<file path="config.mk">
export PLATFORM = sky130hd
export DESIGN_NAME = load_store_unit_flat
export DESIGN_NICKNAME = d
export VERILOG_FILES = /design/src/rtl/lsu_pkg.sv /design/src/rtl/lsu_if.sv /design/src/rtl/lsu_align.sv /design/src/rtl/load_store_unit.sv /design/src/flat_wrapper.sv
export SDC_FILE = /design/constraint.sdc
export NUM_CORES = 1
export LEC_CHECK = 0
export CAP_MARGIN = 20
export CORE_MARGIN = 2
export CORE_UTILIZATION = 40
export CTS_CLUSTER_DIAMETER = 40
export DETAILED_ROUTE_END_ITERATION = 16
export PLACE_DENSITY = 0.72
export SLEW_MARGIN = 0
export SYNTH_ARGS = -nofsm -noshare
export SYNTH_HDL_FRONTEND = slang
export SYNTH_SLANG_ARGS = --single-unit
</file>
<file path="constraint.sdc">
create_clock -name clk -period 2.53 [get_ports clk]
set_input_delay 0.506 -clock clk [delete_from_list [all_inputs] [get_ports clk]]
set_output_delay 0.506 -clock clk [all_outputs]
set_load 0.02 [all_outputs]
</file>
<file path="src/rtl/lsu_pkg.sv">
// lsu_pkg: funct3 codes, LSU state enum and access size mask
package lsu_pkg;
  localparam logic [2:0] F3_B  = 3'b000;
  localparam logic [2:0] F3_H  = 3'b001;
  localparam logic [2:0] F3_W  = 3'b010;
  localparam logic [2:0] F3_BU = 3'b100;
  localparam logic [2:0] F3_HU = 3'b101;
  typedef enum logic [1:0] {IDLE, BEAT1, BEAT2, RWAIT} lsu_state_t;
  function automatic logic [3:0] size_mask(input logic [2:0] f3);
    return f3[1:0] == 2'b00 ? 4'b0001 : f3[1:0] == 2'b01 ? 4'b0011 : f3[1:0] == 2'b10 ? 4'b1111 : 4'b0000;
  endfunction
endpackage

</file>
<file path="src/rtl/lsu_if.sv">
// lsu_if: execute-side request/response and data-memory bus; slave = LSU, master = execute stage plus memory
interface lsu_if;
  logic        req_valid;
  logic        req_ready;
  logic        req_we;
  logic [2:0]  req_funct3;
  logic [31:0] req_addr;
  logic [31:0] req_wdata;
  logic        resp_valid;
  logic [31:0] resp_rdata;
  logic        resp_err;
  logic        mem_we;
  logic [3:0]  mem_byte_en;
  logic [31:0] mem_addr;
  logic [31:0] mem_wd;
  logic [31:0] mem_rd;
  modport slave (
    input  req_valid, req_we, req_funct3, req_addr, req_wdata, mem_rd,
    output req_ready, resp_valid, resp_rdata, resp_err, mem_we, mem_byte_en, mem_addr, mem_wd
  );
  modport master (
    output req_valid, req_we, req_funct3, req_addr, req_wdata, mem_rd,
    input  req_ready, resp_valid, resp_rdata, resp_err, mem_we, mem_byte_en, mem_addr, mem_wd
  );
endinterface

</file>
<file path="src/rtl/lsu_align.sv">
// lsu_align: shifts a 64-bit load window by off bytes and sign/zero-extends B/H/W (in: data, off, funct3; out: rdata)
module lsu_align
  import lsu_pkg::*;
(
  input  logic [63:0] data,
  input  logic [1:0]  off,
  input  logic [2:0]  funct3,
  output logic [31:0] rdata
);
  logic [31:0] sh;
  assign sh = 32'(data >> {off, 3'b000});
  assign rdata = funct3 == F3_B  ? {{24{sh[7]}}, sh[7:0]} :
                 funct3 == F3_BU ? {24'b0, sh[7:0]} :
                 funct3 == F3_H  ? {{16{sh[15]}}, sh[15:0]} :
                 funct3 == F3_HU ? {16'b0, sh[15:0]} : sh;
endmodule

</file>
<file path="src/rtl/load_store_unit.sv">
// load_store_unit: RV32 data-memory initiator splitting misaligned accesses (ports: clk, reset, bus = lsu_if.slave)
module load_store_unit
  import lsu_pkg::*;
(
  input  logic  clk,
  input  logic  reset,
  lsu_if.slave  bus
);
  lsu_state_t  state, state_n;
  logic        we_q;
  logic [2:0]  f3_q;
  logic [31:0] addr_q, wdata_q, lo_buf, base, ld_data;
  logic [1:0]  off;
  logic [7:0]  m8;
  logic [63:0] wd64, rd64;
  logic        split, legal, accept;
  assign off = addr_q[1:0];
  assign m8 = {4'b0000, size_mask(f3_q)} << off;
  assign split = |m8[7:4];
  assign wd64 = {32'b0, wdata_q} << {off, 3'b000};
  assign rd64 = split ? {bus.mem_rd, lo_buf} : {32'b0, bus.mem_rd};
  assign base = {addr_q[31:2], 2'b00};
  assign legal = (f3_q inside {F3_B, F3_H, F3_W}) || (!we_q && (f3_q inside {F3_BU, F3_HU}));
  assign accept = bus.req_valid && bus.req_ready;
  lsu_align u_align (.data(rd64), .off(off), .funct3(f3_q), .rdata(ld_data));
  always_ff @(posedge clk) begin
    if (reset) begin
      state   <= IDLE;
      we_q    <= 1'b0;
      f3_q    <= 3'b000;
      addr_q  <= 32'h0;
      wdata_q <= 32'h0;
      lo_buf  <= 32'h0;
    end else begin
      state <= state_n;
      if (accept) begin
        we_q    <= bus.req_we;
        f3_q    <= bus.req_funct3;
        addr_q  <= bus.req_addr;
        wdata_q <= bus.req_wdata;
      end
      if (state == BEAT2 && !we_q) lo_buf <= bus.mem_rd;
    end
  end
  // Outputs are held at zero while reset is high so a reset landing on BEAT2 suppresses the second write.
  always_comb begin
    state_n         = state;
    bus.req_ready   = 1'b0;
    bus.resp_valid  = 1'b0;
    bus.resp_err    = 1'b0;
    bus.resp_rdata  = 32'h0;
    bus.mem_we      = 1'b0;
    bus.mem_byte_en = 4'b0000;
    bus.mem_addr    = 32'h0;
    bus.mem_wd      = 32'h0;
    if (!reset) begin
      case (state)
        IDLE: begin
          bus.req_ready = 1'b1;
          state_n = bus.req_valid ? BEAT1 : IDLE;
        end
        BEAT1: begin
          bus.mem_addr = base;
          if (!legal) begin
            bus.resp_valid = 1'b1;
            bus.resp_err = 1'b1;
            state_n = IDLE;
          end else if (we_q) begin
            bus.mem_we = 1'b1;
            bus.mem_byte_en = m8[3:0];
            bus.mem_wd = wd64[31:0];
            bus.resp_valid = !split;
            state_n = split ? BEAT2 : IDLE;
          end else begin
            state_n = split ? BEAT2 : RWAIT;
          end
        end
        BEAT2: begin
          bus.mem_addr = base + 32'd4;
          if (we_q) begin
            bus.mem_we = 1'b1;
            bus.mem_byte_en = m8[7:4];
            bus.mem_wd = wd64[63:32];
            bus.resp_valid = 1'b1;
            state_n = IDLE;
          end else begin
            state_n = RWAIT;
          end
        end
        RWAIT: begin
          bus.resp_valid = 1'b1;
          bus.resp_rdata = ld_data;
          state_n = IDLE;
        end
        default: state_n = IDLE;
      endcase
    end
  end
endmodule

</file>
<file path="src/flat_wrapper.sv">
// flat-port wrapper written by rule: the top's interface ports become plain ports
module load_store_unit_flat import lsu_pkg::*;
  (clk, reset, bus_req_valid, bus_req_we, bus_req_funct3, bus_req_addr, bus_req_wdata, bus_mem_rd, bus_req_ready, bus_resp_valid, bus_resp_rdata, bus_resp_err, bus_mem_we, bus_mem_byte_en, bus_mem_addr, bus_mem_wd);
  lsu_if bus_i ();
  input  logic clk;
  input  logic reset;
  input wire logic [$bits(bus_i.req_valid)-1:0] bus_req_valid;
  input wire logic [$bits(bus_i.req_we)-1:0] bus_req_we;
  input wire logic [$bits(bus_i.req_funct3)-1:0] bus_req_funct3;
  input wire logic [$bits(bus_i.req_addr)-1:0] bus_req_addr;
  input wire logic [$bits(bus_i.req_wdata)-1:0] bus_req_wdata;
  input wire logic [$bits(bus_i.mem_rd)-1:0] bus_mem_rd;
  output wire logic [$bits(bus_i.req_ready)-1:0] bus_req_ready;
  output wire logic [$bits(bus_i.resp_valid)-1:0] bus_resp_valid;
  output wire logic [$bits(bus_i.resp_rdata)-1:0] bus_resp_rdata;
  output wire logic [$bits(bus_i.resp_err)-1:0] bus_resp_err;
  output wire logic [$bits(bus_i.mem_we)-1:0] bus_mem_we;
  output wire logic [$bits(bus_i.mem_byte_en)-1:0] bus_mem_byte_en;
  output wire logic [$bits(bus_i.mem_addr)-1:0] bus_mem_addr;
  output wire logic [$bits(bus_i.mem_wd)-1:0] bus_mem_wd;
  assign bus_i.req_valid = bus_req_valid;
  assign bus_i.req_we = bus_req_we;
  assign bus_i.req_funct3 = bus_req_funct3;
  assign bus_i.req_addr = bus_req_addr;
  assign bus_i.req_wdata = bus_req_wdata;
  assign bus_i.mem_rd = bus_mem_rd;
  assign bus_req_ready = bus_i.req_ready;
  assign bus_resp_valid = bus_i.resp_valid;
  assign bus_resp_rdata = bus_i.resp_rdata;
  assign bus_resp_err = bus_i.resp_err;
  assign bus_mem_we = bus_i.mem_we;
  assign bus_mem_byte_en = bus_i.mem_byte_en;
  assign bus_mem_addr = bus_i.mem_addr;
  assign bus_mem_wd = bus_i.mem_wd;
  load_store_unit u_core (.clk(clk), .reset(reset), .bus(bus_i));
endmodule
</file>
== Word-level counts from Yosys, hierarchy flattened ==
Index checks and enable logic that the tools add are counted.

* Add/sub/neg operators: 1
* Equality and inequality tests: 9
* Shift operators: 3
* Mux-type cells: 42
* Reductions and logical operators: 12

{| class="wikitable"
|+ Operators with widths
! cell !! count
|-
| $mux W32 || 11
|-
| $pmux W32 S2 || 2
|-
| $mux W64 || 1
|-
| $shl A32 B5 Y64 || 1
|-
| $shr A64 B5 Y32 || 1
|-
| $add A32 B3 Y32 const B || 1
|-
| $mux W4 || 7
|-
| $mux W1 || 13
|-
| $mux W2 || 4
|-
| $pmux W2 S4 || 1
|-
| $pmux W4 S2 || 1
|-
| $shl A4 B2 Y8 || 1
|-
| $eq A2 B2 Y1 const B || 3
|-
| $eq A3 B3 Y1 const B || 2
|-
| $eq A2 B1 Y1 const B || 2
|-
| $logic_not A2 Y1 || 2
|-
| $reduce_or A4 Y1 || 1
|-
| $eq A3 B1 Y1 const B || 1
|-
| $eq A3 B2 Y1 const B || 1
|-
| $logic_and A1 B1 Y1 || 3
|-
| $logic_not A3 Y1 || 1
|-
| $pmux W1 S3 || 1
|-
| $reduce_bool A3 Y1 || 1
|-
| $logic_not A1 Y1 || 2
|-
| 3 further kinds || 3
|}

* Register bits: 102
* Bits of input ports: 103
* Output and inout port bits: 104
* Word-level logic and storage cells: 73

== Depth between registers and ports, before layout ==
Gate-level depths: netlist (run 1).

* Depth in word-level cells: 14
* Mapped depth: 10
* Depth with buffers taken out: 7

== Hierarchy ==
A second synthesis (run 1) with hierarchy kept.

* Cells, all modules: 1048
* Area total of the unflattened synthesis: 7801.2 um^2

{| class="wikitable"
|+ By module, submodules not included
! module !! times used !! cells an instance !! area an instance (um^2) !! sequential area each (um^2)
|-
| load_store_unit || 1 || 907 || 6693.9 || 2042.0
|-
| lsu_align || 1 || 141 || 1107.3 || 0.0
|}

== Worst setup path before layout (run 1) ==
Ideal clock, no wire load.

* Path type: register to output
* Start: register u_core.f3_q[0]
* End: output bus_resp_rdata[20]
* Data arrival time: 2.435 ns
* Data required time: 2.024 ns
* Setup slack: -0.411 ns
* Stages on the path, launching flop included: 10
* Buffers on the path: 2
* Cell sequence: dfxtp_1 inv_1 ha_1 buf_4 nor2_8 mux2i_1 mux4_2 a21o_1 buf_6 a311oi_1

* Word-level cells in the longest chain between the ends: 14
* Elaborated cells on any way between the ends: 20
* Classes of those cells: eq/ne: 5; shift: 2; mux: 10; reduce/logical: 3

{| class="wikitable"
|+ Ends and longest elaborated chain
! what !! RTL line !! text
|-
| from (decl) || load_store_unit.sv:11 || <nowiki>logic [2:0] f3_q;</nowiki>
|-
| from (signal assigned) || load_store_unit.sv:38 || <nowiki>f3_q <= bus.req_funct3;</nowiki>
|-
| $eq A2 B2 Y1 || lsu_pkg.sv:10 || <nowiki>return f3[1:0] == 2'b00 ? 4'b0001 : f3[1:0] == 2'b01 ? 4'b0011 : f3[1:0] == 2'b10 ? 4'b1111 : 4'b0000;</nowiki>
|-
| $mux W4 (3 in a row) || lsu_pkg.sv:10 ||
|-
| $shl A4 B2 Y8 || load_store_unit.sv:18 || <nowiki>assign m8 = {4'b0000, size_mask(f3_q)} << off;</nowiki>
|-
| $reduce_or A4 Y1 || load_store_unit.sv:19 || <nowiki>assign split = |m8[7:4];</nowiki>
|-
| $mux W64 || load_store_unit.sv:21 || <nowiki>assign rd64 = split ? {bus.mem_rd, lo_buf} : {32'b0, bus.mem_rd};</nowiki>
|-
| $shr A64 B5 Y32 || lsu_align.sv:11 || <nowiki>assign sh = 32'(data >> {off, 3'b000});</nowiki>
|-
| $mux W32 || lsu_align.sv:15 || <nowiki>funct3 == F3_HU ? {16'b0, sh[15:0]} : sh;</nowiki>
|-
| $mux W32 || lsu_align.sv:14 || <nowiki>funct3 == F3_H ? {{16{sh[15]}}, sh[15:0]} :</nowiki>
|-
| $mux W32 || lsu_align.sv:13 || <nowiki>funct3 == F3_BU ? {24'b0, sh[7:0]} :</nowiki>
|-
| $mux W32 * || lsu_align.sv:12 || <nowiki>assign rdata = funct3 == F3_B ? {{24{sh[7]}}, sh[7:0]} :</nowiki>
|-
| $mux W32 * || load_store_unit.sv:57 || <nowiki>case (state)</nowiki>
|-
| $mux W32 * || load_store_unit.sv:56 || <nowiki>if (!reset) begin</nowiki>
|-
| to (decl) || flat_wrapper.sv:15 || <nowiki>output wire logic [$bits(bus_i.resp_rdata)-1:0] bus_resp_rdata;</nowiki>
|}

Mark *: on every way between the ends. The rest lies on a longest branch, timed or not.

== Worst setup path after layout (run 1) ==
* Start: register u_core.f3_q[1]
* End: output bus_resp_rdata[3]

The elaborated chain is that of the path after synthesis.

==> results of run 1 <==
[cell type report]
| class | count | share of cell area (%) |
|---|---|---|
| flip-flops and latches | 94 | 14.64 |
| well taps | 225 | 2.170 |
| clock inverters | 5 | 0.4918 |
| inverters | 16 | 0.5497 |
| multi-input cells | 805 | 48.55 |
| clock buffers | 11 | 1.958 |
| repair buffers | 447 | 31.64 |
[what timing repair did]
action,4_1_cts,5_1_grt
cloned,2,1
setup endpoints to repair,101,100
resized for setup,551,229
pin swaps,17,44
buffers inserted,10,30
hold endpoints to repair,0,0
[path summary, 6_finish.rpt]
path | end
worst min register to register | u_core.lo_buf[12]$_SDFFE_PP0P_
worst max-delay path | bus_resp_rdata[3]
worst min-delay path | u_core.lo_buf[12]$_SDFFE_PP0P_
worst max register to register | u_core.state[0]$_SDFF_PP0_
[per-layer routing]
metal	part of all wire [%]	global-route usage (%)	wire, um	up-vias
li1	-	-	-	4379
met4	1.9	8.419	589	2
met3	9.8	5.519	2973	72
met2	47	47.93	14360	511
met1	41	39.29	12380	4296
met5	0.043	0	13	-
[cell usage in the layout, fill, tap and decap left out, drive strengths merged, types with 12 or more instances in the layout]
master and count:
o21ai 90, a211oi 19, buf 340, mux2i 50, dfxtp 94, nand3 31
a31oi 24, o211ai 13, nor2 51, a21oi 92, inv 17, o2bb2ai 17
mux2 12, nand2 176, o22ai 15, clkbuf 13, clkdlybuf4s50 102, nand2b 70
[sequential cells by signal, summed over array words and instances (netlist names)]
signal,flops
u_core.addr_q,32
u_core.we_q,1
u_core.state,2
u_core.f3_q,3
u_core.wdata_q,32
u_core.lo_buf,24
[worst max-delay path, stage by stage (launching register included)]
cell                       delay [ns]
sky130_fd_sc_hd__dfxtp_4         0.38
sky130_fd_sc_hd__inv_4           0.04
sky130_fd_sc_hd__ha_4            0.26
sky130_fd_sc_hd__buf_6           0.13
sky130_fd_sc_hd__a21o_4          0.20
sky130_fd_sc_hd__a22oi_2         0.18
sky130_fd_sc_hd__buf_6           0.18
sky130_fd_sc_hd__mux2_4          0.31
sky130_fd_sc_hd__a221oi_2        0.28
sky130_fd_sc_hd__nor2_1          0.07
sky130_fd_sc_hd__buf_4           0.16
[report_power, final]
group	switching (uW)	internal, uW	total [uW]
registers	109	1570	1680
logic	888	794	1680
clock network	653	839	1490
total	1650	3210	4860
[cell families (layout without fill, tap and decap cells)]
group                    count (synthesis)  after routing
multiplexers                            63             63
adder cells (fa/ha/maj)                 10             10
buffers and inverters                  104            479
other                                    1              2
AND/OR/NAND/NOR                        390            390
flip-flops                              94             94
AO/OA/AOI/OAI                          338            339
XOR/XNOR                                 1              1
[per-stage QoR]
step,utilization (%),instances
floorplan,-,1002
global placement,64.81,1547
detailed placement,64.81,1547
CTS,68.80,1574
global route,74.75,1603
finish,74.75,1603
==> qor.yml, run 1 <==
synth-edff-count: 0
clockRootBuffer: "sky130_fd_sc_hd__clkbuf_16"
finalWorstPathRequiredPeriod_ns: 3.073
holdWs_ns: 0.4572
post_synthesis_to_final_layout_area_growth_pct: 82.03
timing.setup.tns_ns: -26.86
hpwl_um: 20410
synthAdderAreaFrac_pct: 1.755
vias: 9260
postSynthCellCount: 1001
slew_headroom_pct: 61.72
sequential_to_total_area_share_from_yosys_stat_pct: 26.40
setup.worst_path.start_class: "flop"
yosys_warnings: 0
synthDistinctLibCells: 61
largest_net_degree_at_the_start_of_global_routing: 57
run_status: "finished, violations left"
drv_slew: 0
die_h_um: 137.5
avgViaCountPerCell: 5.777
post-synth-top-area-fraction_pct: 26.40
first_pass_iters: 5
ys.flop_type: "sky130_fd_sc_hd__dfxtp_1"
ys_async_sr_fraction_pct: 0
antenna_cells_inserted: 0
rsz0062_at_grt: "yes"
die_area_um2: 18900
synth_top_family_by_area: "compound AO/OA/AOI/OAI gates"
overall_power_uw: 4857
total_cts_buffers: 9
netlist_area_um2: 7128
drt_wl_total_um: 30320
clock_latency_ns: 0.36
hold_depth: 2
layout-drive-gt1-share_pct: 39.40
cell_with_the_most_instances_after_synthesis: "sky130_fd_sc_hd__nand2_1"
grt_first_pass_wirelength_um: 43560
worstReg2RegStart: "u_core.f3_q[1]$_SDFFE_PP0P_"
synth_top_cells_by_area: "sky130_fd_sc_hd__dfxtp_1 (26%), sky130_fd_sc_hd__nand2_1 (9.3%), sky130_fd_sc_hd__mux2i_1 (7.0%), sky130_fd_sc_hd__a21oi_1 (6.4%), sky130_fd_sc_hd__o21ai_0 (6.2%)"
worst_slew_pin_slew_ns: 0.5742
hold_path.startpoint: "u_core.lo_buf[12]$_SDFFE_PP0P_"
yosys.area.top_type: "sky130_fd_sc_hd__dfxtp_1"
multi_input_comb_area_um2: 6300
power_per_cell_area_nw_per_um2: 374.4
avgSynthCellArea_um2: 7.121
io_buffers: 204
initial_core_util_pct: 41.07
floorplan.rows: 48
clk_pin_slew_ns: 0.07
post_synth_mux_area_share_pct: 9.233
ir_worst_vdd_uv: 322.7
critPathKind: "reg2out"
synthesized_area_fraction_occupied_by_and_or_nand_nor_cells_pct: 26.28
final_min_period_over_clock_period_pct: 121.5
report.final.hold_viol_count: 0
synth_seq_cells: 94
timing.final.ws_setup_ns: -0.5428
synth-xor-area-share_pct: 0.1229
seq_area_um2: 1899
htree_num_levels: 3
grt.total_usage_pct: 29.30
drt-initial-drc-count: 802
gp_routability_congestion: 0.9487
path_max_fanout: 5
r2r_cells: 10
leakagePower_uw: 0.004960
r2r_slack_ns: 0.43
setup_violations: 87
hold_path_class: "reg2reg"
pin_count: 207
num-fill-cells: 1249
critical_path.endpoint_type: "output port"
finish.net_count: 1486
placement.cell_area_um2: 11250
synth_common_cells: "sky130_fd_sc_hd__nand2_1 (176), sky130_fd_sc_hd__dfxtp_1 (94), sky130_fd_sc_hd__a21oi_1 (91), sky130_fd_sc_hd__o21ai_0 (89), sky130_fd_sc_hd__nand2b_1 (70)"
grt.overflow.total: 0
design.core.area_um2: 17360
die_width_um: 137.5
finClkSkew_ns: 0.007852
critPathLaunch: "u_core.f3_q[1]$_SDFFE_PP0P_"
cts_hold_buffers: 0
cts-root-to-sink-buffers: 2
max-cap-violations: 0
antenna_found_initial: 3
required_ns: 2.02
critPathArrivalTime_ns: 2.57
clock-sinks: 94
setup_slack_placement_ns: -0.8379
violated_checks: "negative setup slack"
number_of_global_route_vias_before_repair: 8333
tritoncts: "yes"
synth-compound-area-share_pct: 29.84
max_freq_mhz: 325.4
fin_area_um2: 12970
detail_route.wl_per_cell_um: 18.92
drc_errors: 0
ant_nets: 0
(Power assumes the default switching activity.)
==> run 2: changes to the inputs <==
--- a/config.mk
+++ b/config.mk
@@ -6,11 +6,10 @@
 export NUM_CORES = 1
 export LEC_CHECK = 0
 export CAP_MARGIN = 20
-export CORE_MARGIN = 2
 export CORE_UTILIZATION = 40
 export CTS_CLUSTER_DIAMETER = 40
 export DETAILED_ROUTE_END_ITERATION = 16
-export PLACE_DENSITY = 0.72
+export PLACE_DENSITY = 0.71
 export SLEW_MARGIN = 0
 export SYNTH_ARGS = -nofsm -noshare
 export SYNTH_HDL_FRONTEND = slang
==> constraint.sdc (replaced) <==
create_clock -name clk -period 3 [get_ports clk]
set_input_delay 0.6 -clock clk [delete_from_list [all_inputs] [get_ports clk]]
set_output_delay 0.6 -clock clk [all_outputs]
set_load 0.02 [all_outputs]
==> run 2 against run 1 <==
  * The flow still finishes with violations (negative setup slack)
  * Cell count fell by 5.3%
  * Sequential cell count did not move
  * Sequential power fell by 15%
  * Core utilization fell by 10 points
  * Final area fell by 14%
  * Worst hold slack barely moved
  * Die area fell by 2.9%
  * Critical path type unchanged
  * Wire length fell by 9.8%
  * Worst setup slack improved by 0.40 ns
  * Total power fell by 22%
  * First-iteration DRC count fell by 20%
==> qor.yml, run 2 (synthesis results as in run 1) <==
crit_path_cell_trace: "inv_4, ha_4, nor2_8, mux2i_1, mux4_2, nand2b_4, buf_8, buf_6, a21oi_2, buf_4"  # was inv_4, ha_4, buf_6, a21o_4, a22oi_2, buf_6, mux2_4, a221oi_2, nor2_1, buf_4
report.final.hold_viol_count: 0  # unchanged
die_width_um: 135.5  # was 137.5 um
design.core.area_um2: 17360  # unchanged
holdWs_ns: 0.4568  # was 0.4572 ns
worst_path_max_delay_cell: "sky130_fd_sc_hd__mux4_2"  # was sky130_fd_sc_hd__dfxtp_4
regToRegEndpoint: "u_core.state[0]$_SDFF_PP0_"  # unchanged
critPathKind: "reg2out"  # unchanged
hold_path.startpoint: "u_core.lo_buf[16]$_SDFFE_PP0P_"  # was u_core.lo_buf[12]$_SDFFE_PP0P_
fin_area_um2: 11160  # was 12970 um^2
final_min_period_over_clock_period_pct: 104.8
timing.critical_path.max_delay_family: "multiplexers"  # was compound AO/OA/AOI/OAI gates
r2r_cells: 10  # unchanged
drt_wl_total_um: 27360  # was 30320 um
number_of_global_route_vias_before_repair: 8093  # was 8333
clk_pin_slew_ns: 0.07  # about the same
clock_latency_ns: 0.35  # was 0.36 ns
r2r_slack_ns: 0.87  # was 0.43 ns
initial_core_util_pct: 41.07  # unchanged
slew_headroom_pct: 55.64  # was 61.72%
ant_nets: 0  # unchanged
largest_net_degree_at_the_start_of_global_routing: 67  # was 57
clockRootBuffer: "sky130_fd_sc_hd__clkbuf_16"  # unchanged
leakagePower_uw: 0.004227  # was 0.004960 uW
pin_count: 207  # unchanged
ir_worst_vdd_uv: 314.8  # was 322.7 uV
clock-sinks: 94  # unchanged
reg_top3: "u_core.addr_q (32), u_core.wdata_q (32), u_core.lo_buf (24)"  # unchanged
met2WireLength_um: 12890  # was 14360 um
run_status: "finished, violations left"  # unchanged
die_area_um2: 18360  # was 18900 um^2
path_max_fanout: 8  # was 5
detail_route.wl_per_cell_um: 18.02  # was 18.92 um
die_h_um: 135.5  # was 137.5 um
hpwl_um: 18620  # was 20410 um
timing.setup.tns_ns: -2.351  # was -26.86 ns
critPathArrivalTime_ns: 2.55  # was 2.57 ns
htree_num_levels: 3  # unchanged
num-fill-cells: 1507  # was 1249
critical_path.endpoint_type: "output port"  # unchanged
layout_common_cells: "sky130_fd_sc_hd__nand2_1 (176), sky130_fd_sc_hd__buf_4 (154), sky130_fd_sc_hd__clkdlybuf4s50_1 (103), sky130_fd_sc_hd__o21ai_0 (88), sky130_fd_sc_hd__dfxtp_1 (87)"  # was sky130_fd_sc_hd__buf_4 (237), sky130_fd_sc_hd__nand2_1 (172), sky130_fd_sc_hd__clkdlybuf4s50_1 (102), sky130_fd_sc_hd__buf_6 (85), sky130_fd_sc_hd__dfxtp_1 (84)
setup_violations: 34  # was 87
antenna_found_initial: 1  # was 3
finish.net_count: 1400  # was 1486
cts-root-to-sink-buffers: 2  # unchanged
layout.cells.most_common: "sky130_fd_sc_hd__nand2_1"  # was sky130_fd_sc_hd__buf_4
io_buffers: 204  # unchanged
rsz0062_at_grt: "yes"  # unchanged
worst_slew_pin_slew_ns: 0.6654  # was 0.5742 ns
worstPathBufferInverterCount: 4  # unchanged
grt_first_pass_wirelength_um: 41770  # was 43560 um
top_layer_used: "met4"  # was met5
vias: 8810  # was 9260
avgViaCountPerCell: 5.804  # was 5.777
total_cts_buffers: 9  # unchanged
gp_routability_congestion: 0.9445  # was 0.9487
first_pass_iters: 5  # unchanged
dr_wl_met3_um: 2066  # was 2973 um
grt.overflow.total: 0  # unchanged
tritoncts: "yes"  # unchanged
finalWorstPathRequiredPeriod_ns: 3.145
max_freq_mhz: 317.9
hold_path_class: "reg2reg"  # unchanged
max-cap-violations: 0  # unchanged
violated_checks: "negative setup slack"  # unchanged
layout-drive-gt1-share_pct: 28.48  # was 39.40%
finClkSkew_ns: 0.008767  # was 0.007852 ns
timing.final.ws_setup_ns: -0.1453  # was -0.5428 ns
placement.cell_area_um2: 10160  # was 11250 um^2
holdPathEnd: "u_core.lo_buf[16]$_SDFFE_PP0P_"  # was u_core.lo_buf[12]$_SDFFE_PP0P_
worstReg2RegStart: "u_core.f3_q[1]$_SDFFE_PP0P_"  # unchanged
required_ns: 2.40  # was 2.02 ns
drt-initial-drc-count: 642  # was 802
drc_errors: 0  # unchanged
wl_met1_um: 11490  # was 12380 um
power_per_cell_area_nw_per_um2: 341.7  # was 374.4 nW/um^2
floorplan.rows: 48  # unchanged
hold_depth: 2  # unchanged
setup.worst_path.start_class: "flop"  # unchanged
post_synthesis_to_final_layout_area_growth_pct: 56.50  # was 82.03%
cts_hold_buffers: 0  # unchanged
drv_slew: 0  # unchanged
critical-path-max-stage-delay_ns: 0.58  # was 0.38 ns
grt.total_usage_pct: 28.84  # was 29.30%
[run 2: cell types whose count changed in the layout (fill, tap and decap cells not counted), sizes merged]
cell,change
clkdlybuf4s15,+5
buf,-113
dlygate4sd1,+2
clkinv,+3
clkdlybuf4s50,+1
clkbuf,+8
diode,+1
dlygate4sd2,+12
dlymetal6s2s,-1
inv,-2
bufinv,-1
[run 2: worst max path at each step]
| stage | cells after the start | slack, ns | endpoint | start |
|---|---|---|---|---|
| finish | 10 | -0.15 | bus_resp_rdata[14] | u_core.f3_q[1]$_SDFFE_PP0P_ |
| global placement | 6 | -0.60 | bus_resp_rdata[21] | bus_mem_rd[31] |
| global route | 10 | -0.20 | bus_resp_rdata[14] | u_core.f3_q[1]$_SDFFE_PP0P_ |
| floorplan | 9 | -0.03 | bus_resp_rdata[20] | u_core.f3_q[0]$_SDFFE_PP0P_ |
| detailed placement | 6 | -0.66 | bus_resp_rdata[20] | bus_mem_rd[23] |
| CTS | 11 | -0.22 | bus_resp_rdata[1] | u_core.f3_q[0]$_SDFFE_PP0P_ |
[run 2: routing by layer]
metal  GRT usage [%]  up-vias
met5               0        -
met4           13.86        0
met3           4.377       86
met2           46.24      464
met1           37.74     4059
li1                -     4201
[run 2: layout make-up]
class | count | area, um^2 | share of cell area [%]
Multi-Input combinational cell | 805 | 5434 | 48.71
Timing Repair Buffer | 361 | 3169 | 28.41
Sequential cell | 94 | 1896 | 16.99
Tap cell | 225 | 281.5 | 2.524
Clock buffer | 11 | 264.0 | 2.367
Inverter | 16 | 68.82 | 0.6169
Clock inverter | 5 | 40.04 | 0.3589
Antenna cell | 1 | 2.502 | 0.02243
[run 2: report_power, final]
| group | total [uW] | internal [uW] | switching (uW) |
|---|---|---|---|
| Clock | 1180 | 642 | 535 |
| Sequential | 1430 | 1330 | 101 |
| Combinational | 1210 | 580 | 626 |
[run 2: metrics by stage]
step	util, %	setup slack [ns]	total power (uW)	instances
3_3_place_gp	58.51	-0.5997	2444	1478
2_1_floorplan	-	-0.03456	1973	1002
6_report	64.27	-0.1453	3812	1518
5_1_grt	64.27	-0.2046	3967	1518
4_1_cts	62.18	-0.2174	3744	1509
3_5_place_dp	58.51	-0.6560	2459	1478
[run 2: worst min-delay path: stages (launching register included)]
cell and delay (ns):
sky130_fd_sc_hd__dfxtp_1 0.31, sky130_fd_sc_hd__nand2_1 0.05, sky130_fd_sc_hd__a21oi_1 0.05
[run 2: timing repair]
action	CTS	global route
cloned	1	0
setup buffers	14	13
pin swaps	16	25
endpoints found under the setup margin	97	90
gates resized for setup	449	134
